[config.mk]
export PLATFORM = sky130hd
export DESIGN_NAME = pipe_hazard_ctrl
export DESIGN_NICKNAME = d
export VERILOG_FILES = /design/src/rtl/pipe_pkg.sv /design/src/rtl/ir_reg_use.sv /design/src/rtl/pipe_hazard_ctrl.sv
export SDC_FILE = /design/constraint.sdc
export NUM_CORES = 1
export LEC_CHECK = 0
export CORE_AREA = 2 2 65 67
export CTS_BUF_LIST = sky130_fd_sc_hd__clkbuf_4
export CTS_CLUSTER_DIAMETER = 50
export CTS_CLUSTER_SIZE = 25
export DETAILED_ROUTE_END_ITERATION = 8
export DIE_AREA = 0 0 67 69
export PLACE_DENSITY = 0.85
export SLEW_MARGIN = 15
export SYNTH_ARGS = -nofsm -noshare
export SYNTH_HDL_FRONTEND = slang
export SYNTH_SLANG_ARGS = --single-unit
[constraint.sdc]
create_clock -name clk -period 9 [get_ports clk]
set_clock_uncertainty 0.2 [all_clocks]
set_input_delay 1.8 -clock clk [delete_from_list [all_inputs] [get_ports clk]]
set_output_delay 1.8 -clock clk [all_outputs]
set_load 0.01 [all_outputs]
[src/rtl/pipe_pkg.sv]
// Shared definitions for the pipeline hazard controller: opcodes, FSM states,
// control-vector encodings and the register-use match helper.
package pipe_pkg;

  localparam logic [5:0] RTYPE = 6'h00;
  localparam logic [5:0] J     = 6'h02;
  localparam logic [5:0] JAL   = 6'h03;
  localparam logic [5:0] BEQ   = 6'h04;
  localparam logic [5:0] BNE   = 6'h05;
  localparam logic [5:0] LUI   = 6'h0F;
  localparam logic [5:0] LW    = 6'h23;
  localparam logic [5:0] SW    = 6'h2B;

  localparam logic [4:0] REG_RA = 5'd31;

  typedef enum logic [1:0] {
    RUN   = 2'd0,
    LU2   = 2'd1,
    MWAIT = 2'd2
  } state_t;

  // Bit order: {PC_Wr, IF_ID_Wr, ID_EX_Wr, EX_MA_Wr, MA_WB_Wr, IF_ID_Flush, ID_EX_Flush}
  localparam logic [6:0] CTL_NORM   = 7'b11111_00;
  localparam logic [6:0] CTL_BUBBLE = 7'b00111_01;
  localparam logic [6:0] CTL_FLUSH  = 7'b11111_11;
  localparam logic [6:0] CTL_FREEZE = 7'b00000_00;
  localparam logic [6:0] CTL_RESET  = 7'b00000_11;

  function automatic logic reg_match(input logic [4:0] dst,
                                     input logic       rd_rs,
                                     input logic       rd_rt,
                                     input logic [4:0] rs,
                                     input logic [4:0] rt);
    return (dst != 5'd0) && ((rd_rs && (rs == dst)) || (rd_rt && (rt == dst)));
  endfunction

endpackage

[src/rtl/ir_reg_use.sv]
// Register-use decode of one MIPS instruction: destination register and
// which source fields are actually read.
module ir_reg_use
  import pipe_pkg::*;
(
  input  logic [31:0] ir,
  output logic [4:0]  dst,
  output logic        reads_rs,
  output logic        reads_rt
);

  logic [5:0] op;
  logic       unused_bits;

  assign op          = ir[31:26];
  assign unused_bits = &{1'b0, ir[10:0]};

  always_comb begin
    dst = ir[20:16];
    if (op == RTYPE) begin
      dst = ir[15:11];
    end else if (op == JAL) begin
      dst = REG_RA;
    end
    reads_rs = !((op == J) || (op == JAL) || (op == LUI));
    reads_rt = (op == RTYPE) || (op == BEQ) || (op == BNE) || (op == SW);
  end

endmodule

[src/rtl/pipe_hazard_ctrl.sv]
// Stall/flush/freeze sequencing for the 5-stage MIPS pipeline.
// Optional statistics counters are built only when HAZ_STAT_EN is defined.
module pipe_hazard_ctrl
  import pipe_pkg::*;
#(
  parameter int MEM_TIMEOUT = 16,
  parameter int CNT_W       = 32
) (
  input  logic             clk,
  input  logic             rst,
  input  logic [31:0]      IF_ID_IR,
  input  logic [31:0]      ID_EX_IR,
  input  logic [31:0]      EX_MA_IR,
  input  logic             ID_EX_RegWr,
  input  logic             ID_EX_MemtoReg,
  input  logic             EX_MA_RegWr,
  input  logic             EX_MA_MemtoReg,
  input  logic             ex_branch_taken,
  input  logic             dmem_req,
  input  logic             dmem_ready,
  output logic             PC_Wr,
  output logic             IF_ID_Wr,
  output logic             ID_EX_Wr,
  output logic             EX_MA_Wr,
  output logic             MA_WB_Wr,
  output logic             IF_ID_Flush,
  output logic             ID_EX_Flush,
  output logic             mem_err,
`ifdef HAZ_STAT_EN
  output logic [CNT_W-1:0] stall_cnt,
  output logic [CNT_W-1:0] flush_cnt,
`endif
  output logic [1:0]       state
);

  localparam int WC_W = $clog2(MEM_TIMEOUT + 1);
  localparam logic [WC_W-1:0] WC_MAX  = WC_W'(MEM_TIMEOUT);
  localparam logic [WC_W-1:0] WC_LAST = WC_W'(MEM_TIMEOUT - 1);

  state_t          state_r, state_nx, ret_state, eff_state;
  logic [WC_W-1:0] wait_cnt;
  logic [6:0]      ctl;
  logic            mwait, lu_ex, lu_ma, bubble, br_cyc;

  logic [4:0] id_dst, ex_dst, ma_dst;
  logic       id_rs, id_rt, ex_rs, ex_rt, ma_rs, ma_rt;
  logic       unused_dec;

  ir_reg_use u_dec_id (.ir(IF_ID_IR), .dst(id_dst), .reads_rs(id_rs), .reads_rt(id_rt));
  ir_reg_use u_dec_ex (.ir(ID_EX_IR), .dst(ex_dst), .reads_rs(ex_rs), .reads_rt(ex_rt));
  ir_reg_use u_dec_ma (.ir(EX_MA_IR), .dst(ma_dst), .reads_rs(ma_rs), .reads_rt(ma_rt));

  assign unused_dec = &{1'b0, id_dst, ex_rs, ex_rt, ma_rs, ma_rt};

  // Loads are never forwarded from EX/MA, so a load in EX or MA feeding ID must stall.
  assign lu_ex = ID_EX_RegWr && ID_EX_MemtoReg &&
                 reg_match(ex_dst, id_rs, id_rt, IF_ID_IR[25:21], IF_ID_IR[20:16]);
  assign lu_ma = EX_MA_RegWr && EX_MA_MemtoReg &&
                 reg_match(ma_dst, id_rs, id_rt, IF_ID_IR[25:21], IF_ID_IR[20:16]);
  assign mwait = dmem_req && !dmem_ready;

  // While frozen, decisions resume from the state that was interrupted.
  assign eff_state = (state_r == MWAIT) ? ret_state : state_r;

  always_comb begin
    ctl      = CTL_NORM;
    state_nx = RUN;
    bubble   = 1'b0;
    br_cyc   = 1'b0;
    if (rst) begin
      ctl = CTL_RESET;
    end else if (mwait) begin
      ctl      = CTL_FREEZE;
      state_nx = MWAIT;
    end else if (ex_branch_taken) begin
      ctl    = CTL_FLUSH;
      br_cyc = 1'b1;
    end else if (eff_state == LU2) begin
      ctl    = CTL_BUBBLE;
      bubble = 1'b1;
    end else if (lu_ex) begin
      ctl      = CTL_BUBBLE;
      state_nx = LU2;
      bubble   = 1'b1;
    end else if (lu_ma) begin
      ctl    = CTL_BUBBLE;
      bubble = 1'b1;
    end
  end

  assign {PC_Wr, IF_ID_Wr, ID_EX_Wr, EX_MA_Wr, MA_WB_Wr, IF_ID_Flush, ID_EX_Flush} = ctl;
  assign state = state_r;

  always_ff @(posedge clk) begin
    if (rst) begin
      state_r   <= RUN;
      ret_state <= RUN;
      wait_cnt  <= '0;
      mem_err   <= 1'b0;
    end else begin
      state_r <= state_nx;
      if (mwait) begin
        if (state_r != MWAIT) ret_state <= state_r;
        if (wait_cnt < WC_MAX) wait_cnt <= wait_cnt + WC_W'(1);
        if (wait_cnt >= WC_LAST) mem_err <= 1'b1;
      end else begin
        wait_cnt <= '0;
      end
    end
  end

`ifdef HAZ_STAT_EN
  always_ff @(posedge clk) begin
    if (rst) begin
      stall_cnt <= '0;
      flush_cnt <= '0;
    end else begin
      if (bubble || mwait) stall_cnt <= stall_cnt + CNT_W'(1);
      if (br_cyc)          flush_cnt <= flush_cnt + CNT_W'(1);
    end
  end
`endif

endmodule

======== After elaboration in Yosys (flattened, before gate mapping) ========
Index checks and enable logic that the tools add are counted.
cells by class
  add/sub/neg operators ................... 1
  order comparisons ....................... 2
  equal/unequal tests ..................... 15
  mux-type cells .......................... 15
  bitwise operators ....................... 1
  reduce and logical (&&, ||, !) cells .... 29
operator list
  operator                                              count
  two-way mux 7 bit                                     6
  == test 6 x 2 -> 1 bit (second input constant)        4
  == test 5 bit                                         4
  two-way mux 5 bit                                     4
  logical NOT 6 bit                                     3
  == test 6 x 3 -> 1 bit (second input constant)        2
  logical AND 1 bit                                     11
  nonzero test 5 bit                                    2
  logical OR 1 bit                                      7
  == test 6 x 4 -> 1 bit (second input constant)        1
  == test 6 bit (second input constant)                 1
  adder 5 x 1 -> 5 bit (second input constant)          1
  >= comparator 5 x 4 -> 1 bit (second input constant)  1
  less-than comparator 5 bit (second input constant)    1
  two-way mux 2 bit                                     2
  AND reduction 2 bit                                   2
  OR reduction 4 bit                                    1
  two-way mux 1 bit                                     3
  == test 2 x 1 -> 1 bit (second input constant)        1
  == test 2 bit (second input constant)                 1
  logical NOT 1 bit                                     2
  != test 2 bit (second input constant)                 1
  OR reduction 2 bit                                    1
  NOT 1 bit                                             1
word-level totals
  register bits ........................... 10
  input port bits ......................... 105

======== Depth between registers and ports, before layout ========
Gate-level depths: netlist of the first run.
  word-level depth ........................ 14
  mapped depth ............................ 9
  gate-level depth less buffers ........... 7

======== Hierarchy ========
From an unflattened synthesis of the first run, not the netlist that was laid out.
unflattened totals
  cells, all modules ...................... 143
  area total of the unflattened synthesis .. 1,107.3 um^2
by module, submodules not included
  module            times used  cells each  area each (um^2)  sequential area each (um^2)
  pipe_hazard_ctrl  1           89          739.5             200.2
  ir_reg_use        3           18          122.6             0.0

======== Worst setup path after synthesis of the first run ========
OpenSTA, ideal clock, no wires.
  kind .................................... input -> output
  start point ............................. input EX_MA_IR[31]
  end point ............................... output PC_Wr
  arrival ................................. 4,241 ps
  required time ........................... 7,000 ps
  setup slack ............................. 2,759 ps
  cell stages on the path ................. 8
  path buffers ............................ 1
  cell sequence ........................... nor4_2 -> mux2_2 -> a21boi_0 -> or3b_1 -> or4_1 -> o31a_1 -> o221a_1 -> buf_4
on the way
  cells in the longest elaborated chain, start to end .. 14
  elaborated cells on any way between the ends .. 18
ends and longest elaborated chain
  element                 line                    source
  from (decl)             pipe_hazard_ctrl.sv:13  input logic [31:0] EX_MA_IR,
  == test 6 x 2 -> 1 bit  ir_reg_use.sv:22        end else if (op == JAL) begin
  two-way mux 5 bit       ir_reg_use.sv:22
  two-way mux 5 bit (*)   ir_reg_use.sv:20        if (op == RTYPE) begin
  == test 5 bit           pipe_pkg.sv:34          return (dst != 5'd0) && ((rd_rs && (rs == dst)) || (rd_rt && (rt == dst)));
  logical AND 1 bit       pipe_pkg.sv:34
  logical OR 1 bit        pipe_pkg.sv:34
  logical AND 1 bit (*)   pipe_pkg.sv:34
  logical AND 1 bit (*)   pipe_hazard_ctrl.sv:58  assign lu_ma = EX_MA_RegWr && EX_MA_MemtoReg &&
  two-way mux 7 bit (*)   pipe_hazard_ctrl.sv:85  end else if (lu_ma) begin
  two-way mux 7 bit (*)   pipe_hazard_ctrl.sv:81  end else if (lu_ex) begin
  two-way mux 7 bit (*)   pipe_hazard_ctrl.sv:78  end else if (eff_state == LU2) begin
  two-way mux 7 bit (*)   pipe_hazard_ctrl.sv:75  end else if (ex_branch_taken) begin
  two-way mux 7 bit (*)   pipe_hazard_ctrl.sv:72  end else if (mwait) begin
  two-way mux 7 bit (*)   pipe_hazard_ctrl.sv:70  if (rst) begin
  to (decl)               pipe_hazard_ctrl.sv:21  output logic PC_Wr,
Mark *: on every way between the ends. The rest lies on a longest branch, timed or not.

======== Final worst setup path of the first run ========
  start point ............................. input EX_MA_IR[31]
  end point ............................... output ID_EX_Flush
on the way
  cells in the longest elaborated chain, start to end .. 14
  elaborated cells on any way between the ends .. 18
ends and longest elaborated chain
  element                 line                    source
  == test 6 x 2 -> 1 bit  ir_reg_use.sv:22
  two-way mux 5 bit       ir_reg_use.sv:22
  two-way mux 5 bit (*)   ir_reg_use.sv:20
  == test 5 bit           pipe_pkg.sv:34
  logical AND 1 bit       pipe_pkg.sv:34
  logical OR 1 bit        pipe_pkg.sv:34
  logical AND 1 bit (*)   pipe_pkg.sv:34
  logical AND 1 bit (*)   pipe_hazard_ctrl.sv:58
  two-way mux 7 bit (*)   pipe_hazard_ctrl.sv:85
  two-way mux 7 bit (*)   pipe_hazard_ctrl.sv:81
  two-way mux 7 bit (*)   pipe_hazard_ctrl.sv:78
  two-way mux 7 bit (*)   pipe_hazard_ctrl.sv:75
  two-way mux 7 bit (*)   pipe_hazard_ctrl.sv:72
  two-way mux 7 bit (*)   pipe_hazard_ctrl.sv:70
  to (decl)               pipe_hazard_ctrl.sv:27  output logic ID_EX_Flush,
Marks and branches as above.

==> key figures, run 1 <==
STA
  – Final WS setup: 1.74 ns
  – Final period utilization: 0.807
  – Worst-Margin Slew: 0.939 ns
  – TNS Setup: 0 ns
  – Max-slew headroom: 0.368
  – Final setup violation count: 0
  – Max-slew violations: 0
  – Final hold viol count: 0
  – RSZ-0062 raised after global routing: false
  – Fin crit period: a little over 7 ns
  – Hold slack: between 0.2 and 0.3 ns
  – Maximum clock frequency: 0.138 GHz

Clock network
  – Worst-path clk slew: around 0.06 ns
  – CTS hold repair buffers: 0
  – Resized Gates After CTS: 0
  – Post-CTS setup buffers: 0
  – Clock Tree Buf Depth: 2
  – CTS tree: built
  – Root Driver: clkbuf_4
  – CTS sink cnt: 10
  – H-tree lvl count: 1
  – Clk Latency, worst-skew pair: between 0.2 and 0.3 ns
  – Num CTS Buffers: 3

Cells and area
  – Most common cell after layout, fill and taps aside: clkdlybuf4s50_1
  – Diode count: 0
  – Layout cells sized above 1: 0.0484
  – Layout Utilization: 0.517
  – Synth-to-layout area growth: 54.6%
  – # fillers: between 400 and 500
  – Nets: 356
  – Most frequent cells in the layout: 66 x clkdlybuf4s50_1, 18 x nor2_1, 18 x inv_1

GRT
  – Gr ovfl total: 0
  – Initial antenna violation count: 0
  – Largest net degree at the start of global routing: 9
  – Vias in the first global route: approximately 1700
  – Gr usage total: 0.183
  – First-pass GRT wire length: 6880 um

Yosys
  – Seq/Total Area, Yosys: 0.153
  – Cell area after synthesis: ~1300 um^2
  – Synth cell types: 55
  – Ys async rst share: 0
  – Post-synth EDFFs: 0
  – Area contributors post-synth: dfxtp_1 15%, o22ai_1 5.3%, inv_1 5.2%, nor2_1 5.2%, nand2b_1 4.3%
  – Yosys warns: 0
  – Top_reg_cell synth: dfxtp_1
  – Area leader, netlist: dfxtp_1
  – Post-Syn Nets: between 200 and 300
  – Top cell type's share of synthesized area: 0.153
  – Syn Area/Cell: 7.11 um^2
  – Post-synthesis register bit count: 10
  – Cells after Synth: between 150 and 200

Status
  – Outcome: complete, no violations

Detailed routing
  – First-pass iteration count of the detailed router: 4
  – DRT iter0 DRCs: around 90
  – Routed Antenna Nets: 0
  – Via count: 1718
  – Total wire length: 4180 um
  – Per-cell routed wire length: approximately 14 um
  – DRC: 0
  – Avg Vias per Cell: ~5.8

Critical path
  – Req. time, crit path: 7.00 ns
  – CP Capture Type: output port
  – Crit path buf inv count: 2
  – Crit-path slowest cell: nor4_2
  – Worst Path Max Fanout: 8
  – Critical path type: in2out
  – Highest cell delay on the worst timing path: 0.65 ns
  – Delay-heaviest family, CP: simple AND/OR/NAND/NOR gates
  – Crit-path cells: clkdlybuf4s50_1, nor4_2, mux2_2, a21boi_0, or3b_1, or4_1, o31a_1, o221ai_1, clkdlybuf4s50_1
  – CP dominant cell by count: clkdlybuf4s50_1
  – CP startpoint kind: primary input
  – Crit path DAT: around 5.3 ns

Flow run
  – Max_cap viols: 0

Placed design
  – Final Wtd Congestion: slightly below 1
  – Detailed placement HPWL: around 3500 um
  – PortBufs: 66
  – Pre-CTS setup slack: 1.76 ns

Pwr
  – Cell Pwr Density: 73.3 nW/um^2
  – Cell leakage power: between 0.7 and 0.8 nW
  – Total power: 148 uW
  – Maximum VDD drop: roughly 29 uV

Floorplan
  – Ports: around 120
  – Core area: roughly 3900 um^2
  – Initial Utilization: 0.334
  – Row count: 23
  – Die area: 4620 um^2
  – Die X: between 60 and 70 um
  – Die Height: about 69 um

Hold path
  – HP Class: reg2reg
-- per-stage QoR --
| stage | instance area, um^2 | cells |
|---|---|---|
| 2_1_floorplan | 1310 | 184 |
| 3_3_place_gp | 2000 | 294 |
| 5_1_grt | 2020 | 298 |
| 6_report | 2020 | 298 |
| 4_1_cts | 2020 | 298 |
| 3_5_place_dp | 2000 | 294 |
-- kinds of logic after synthesis --
logic type / Yosys count / synth area share
simple gates: 70 / 0.295
compound gates: 67 / 0.376
buf+inv: 24 / 0.0784
flops: 10 / 0.153
xor+xnor: 7 / 0.0468
mux: 4 / 0.0315
fa+ha+maj: 2 / 0.0191
-- flip-flops by register name (all words and copies together) (netlist names) --
| name | flops |
|---|---|
| wait_cnt | 5 |
| ret_state | 2 |
| state | 2 |
| mem_err | 1 |
-- report_power, final --
group / internal, mW / switching, mW
registers: 0.0447 / 0.000462
clock network: 0.0161 / 0.0157
logic: 0.0406 / 0.0308
total: 0.101 / 0.0469
-- Yosys cell counts, types with 3 or more instances --
library cell / count
inv_1: 18
nor2_1: 18
o22ai_1: 11
a21oi_1: 10
dfxtp_1: 10
nand2b_1: 9
o21ai_0: 9
nand2_1: 7
nor3_1: 6
nor2b_1: 5
xnor2_1: 5
nand4_1: 4
o211ai_1: 4
a21o_1: 3
buf_4: 3
mux2i_1: 3
nor4_1: 3
o221ai_1: 3
o32ai_1: 3
or3_1: 3
or4_1: 3
-- worst paths after layout --
check | from | end | slack, ns | cells past startpoint
max | EX_MA_IR[31] | ID_EX_Flush | 1.74 | 9
min | ret_state[1] | ret_state[1] | 0.27 | 2
max reg2reg | wait_cnt[0] | mem_err | 7.52 | 7
min reg2reg | ret_state[1] | ret_state[1] | 0.27 | 2
-- cell type report --
| class | count | area [um^2] | area share |
|---|---|---|---|
| inverters | 18 | 67.6 | 0.0334 |
| well taps | 50 | 62.6 | 0.0309 |
| clock buffers | 3 | 22.5 | 0.0111 |
| repair buffers | 66 | 661 | 0.327 |
| flip-flops and latches | 10 | 200 | 0.0989 |
| multi-input cells | 150 | 1010 | 0.497 |
| clock inverters | 1 | 3.75 | 0.00186 |
-- worst min-delay path, stage by stage (launching register included) --
cell      delay, ns
dfxtp_1        0.30
inv_1          0.06
a211oi_1       0.06
-- routing by layer --
| layer | wire length (um) | up-vias | part of all wire | GRT usage |
|---|---|---|---|---|
| li1 | - | 834 | - | - |
| met1 | 1650 | 774 | 0.39 | 0.214 |
| met2 | 2070 | 96 | 0.49 | 0.315 |
| met3 | 369 | 14 | 0.088 | 0.0310 |
| met4 | 100 | 0 | 0.024 | 0.0816 |
| met5 | 0 | - | 0 | 0 |
No activity file was read; power rests on OpenSTA's default activity.
==> inputs of run 2 (changes only) <==
CORE_AREA = 2 2 71 73   (was 2 2 65 67)
DIE_AREA = 0 0 73 75   (was 0 0 67 69)
PLACE_DENSITY = 0.76   (was 0.85)
clock period = 6.1 ns   (was 9 ns; I/O delays follow)
==> run 2 against run 1 <==
Net effect: sequential power grew 48%; combinational power grew 47%; clock-buffer cell count is the same; worst setup slack lost 1.6 ns; clock power grew 52%; cell count grew 2.0%; die area grew 18%; non-clock buffer count grew 2; critical path type unchanged.
==> key figures, run 2 (synthesized netlist as in run 1, its figures left out) <==
GRT
  – Gr ovfl total: 0
  – Met3 usage: 0.0134
  – Initial antenna violation count: 0
  – Largest net degree at the start of global routing: 9
  – GR Util met1: 0.190
  – Gr usage total: 0.154
  – Most Crowded Layer GR: met2
  – Vias in the first global route: approximately 1600
  – First-pass GRT wire length: between 6000 and 7000 um
  – Met2 Usage GRT: 0.293

Critical path
  – Crit path DAT: approximately 4.5 ns
  – R2R cell count: 7
  – Highest cell delay on the worst timing path: 0.68 ns
  – Reg-to-reg critical path endpoint: mem_err
  – Crit-path slowest cell: or4_1
  – CP startpoint kind: primary input
  – Worst Path Max Fanout: 6
  – CP Capture Type: output port
  – Req. time, crit path: between 4 and 5 ns
  – Crit path capture: ID_EX_Flush
  – Crit-path cells: clkdlybuf4s50_1, or4_1, a211oi_2, o32ai_1, or3b_1, or4_1, o31a_1, o221ai_1, clkdlybuf4s50_1
  – Crit path buf inv count: 2
  – Setup slack, reg-to-reg: roughly 4.5 ns
  – Crit path launch: EX_MA_IR[31]
  – Critical path type: in2out
  – Worst path depth: 9
  – Delay-heaviest family, CP: simple AND/OR/NAND/NOR gates
  – R2R Path Start: wait_cnt[0]

STA
  – Final hold viol count: 0
  – Max-slew violations: 0
  – TNS Setup: 0 ns
  – Fin crit period: 5.93 ns
  – Maximum clock frequency: between 0.15 and 0.2 GHz
  – Worst-Margin Slew: ~0.45 ns
  – Final period utilization: 0.972
  – Hold slack: around 0.26 ns
  – Max-slew headroom: 0.691
  – RSZ-0062 raised after global routing: false
  – Final setup violation count: 0

Floorplan
  – Die Height: roughly 75 um
  – Row count: 25
  – Ports: roughly 120
  – Initial Utilization: 0.281
  – Die area: ~5500 um^2
  – Core area: approximately 4700 um^2
  – Die X: approximately 73 um

Pwr
  – Logic pwr share: 0.478
  – Reg power frac: 0.303
  – Internal power: 150 uW
  – Switching fraction of total power: 0.319
  – Cell leakage power: about 0.75 nW
  – Switching power total: approximately 70 uW
  – Maximum VDD drop: approximately 34 uV
  – Clock Power Share: 0.219
  – Cell Pwr Density: about 110 nW/um^2

Clock network
  – Num CTS Buffers: 3
  – Worst-path clk slew: roughly 0.060 ns
  – Post-CTS setup buffers: 0
  – CTS hold repair buffers: 0
  – H-tree lvl count: 1
  – Clock Tree Buf Depth: 2
  – Root Driver: clkbuf_4
  – CTS sink cnt: 10
  – Resized Gates After CTS: 0
  – CTS tree: built
  – Clk Latency, worst-skew pair: approximately 0.27 ns

Detailed routing
  – Avg Vias per Cell: between 5 and 6
  – First-pass iteration count of the detailed router: 4
  – Total wire length: between 4000 and 5000 um
  – Via count: between 1500 and 2000
  – DRT iter0 DRCs: ~100
  – Per-cell routed wire length: between 10 and 15 um
  – DRC: 0
  – Routed Antenna Nets: 0

Placed design
  – PortBufs: 66
  – Detailed placement HPWL: around 3600 um
  – Final Wtd Congestion: between 0.9 and 1
  – DP Area: 2020 um^2

Cells and area
  – Most frequent cells in the layout: 66 x clkdlybuf4s50_1, 18 x nor2_1, 18 x inv_1
  – Max FFs per register: 5
  – Synth-to-layout area growth: 56.1%
  – Layout cells sized above 1: 0.0560
  – Largest register by flop count: wait_cnt
  – Nets: about 360
  – Final instance area: approximately 2000 um^2
  – Diode count: 0
  – Most common cell after layout, fill and taps aside: clkdlybuf4s50_1
  – Layout Utilization: 0.438

Hold path
  – Worst hold stages: 2
  – HP Class: reg2reg

Flow run
  – Max_cap viols: 0

Status
  – Outcome: complete, no violations
run 2: changes by cell type in the layout (fill, tap and decap cells not counted), sizes merged:
cell / previous run / this run
buf: 0 / 2
run 2: worst register-to-register path, delay by kind of cell (launching register included):
kind | cells | cell delay (ns)
simple gates | 4 | 0.41
fa+ha+maj | 2 | 0.40
flops | 1 | 0.35
compound gates | 1 | 0.09
run 2: how the worst min path moves through the flow:
| stage | slack [ns] | startpoint | end |
|---|---|---|---|
| final | 0.26 | ret_state[1] | ret_state[1] |
| after global routing | 0.29 | ret_state[1] | ret_state[1] |
| after CTS | 0.27 | ret_state[1] | ret_state[1] |
| after detailed placement | 0.26 | ret_state[1] | ret_state[1] |
| after global placement | 0.25 | mem_err | mem_err |
| after floorplan | 0.23 | ret_state[1] | ret_state[1] |
run 2: cell type report:
type | instances | area [um^2]
Inverter | 18 | 67.6
Clock inverter | 1 | 3.75
Clock buffer | 3 | 22.5
Timing Repair Buffer | 68 | 676
Tap cell | 54 | 67.6
Fill cell | 463 | 2620
Multi-Input combinational cell | 150 | 1010
Sequential cell | 10 | 200
run 2: metal layers:
metal / wire length (um) / part of all wire
met1: 1760 / 0.42
met2: 2180 / 0.52
met3: 264 / 0.062
met4: 25 / 0.0059
met5: 0 / 0
run 2: stage by stage:
step	worst slack [ns]	power, mW	cells
after global routing	0.0215	0.233	304
after CTS	0.161	0.221	304
final	0.168	0.220	304
after floorplan	1.02	0.113	184
after detailed placement	0.180	0.172	300
after global placement	0.215	0.172	300
run 2: power by group through the flow:
stage                     combinational (mW)  sequential [mW]  clock, mW
after floorplan                       0.0447           0.0681          0
after global placement                 0.104           0.0681          0
after detailed placement               0.104           0.0682          0
after CTS                              0.105           0.0666     0.0500
after global routing                   0.114           0.0668     0.0527
final                                  0.105           0.0666     0.0483
==> inputs of run 3 (changes only) <==
GPL_ROUTABILITY_DRIVEN = 1   (was not set)
==> results of run 3 <==
No change in the layout: final DEF, timing and power equal those of run 2.
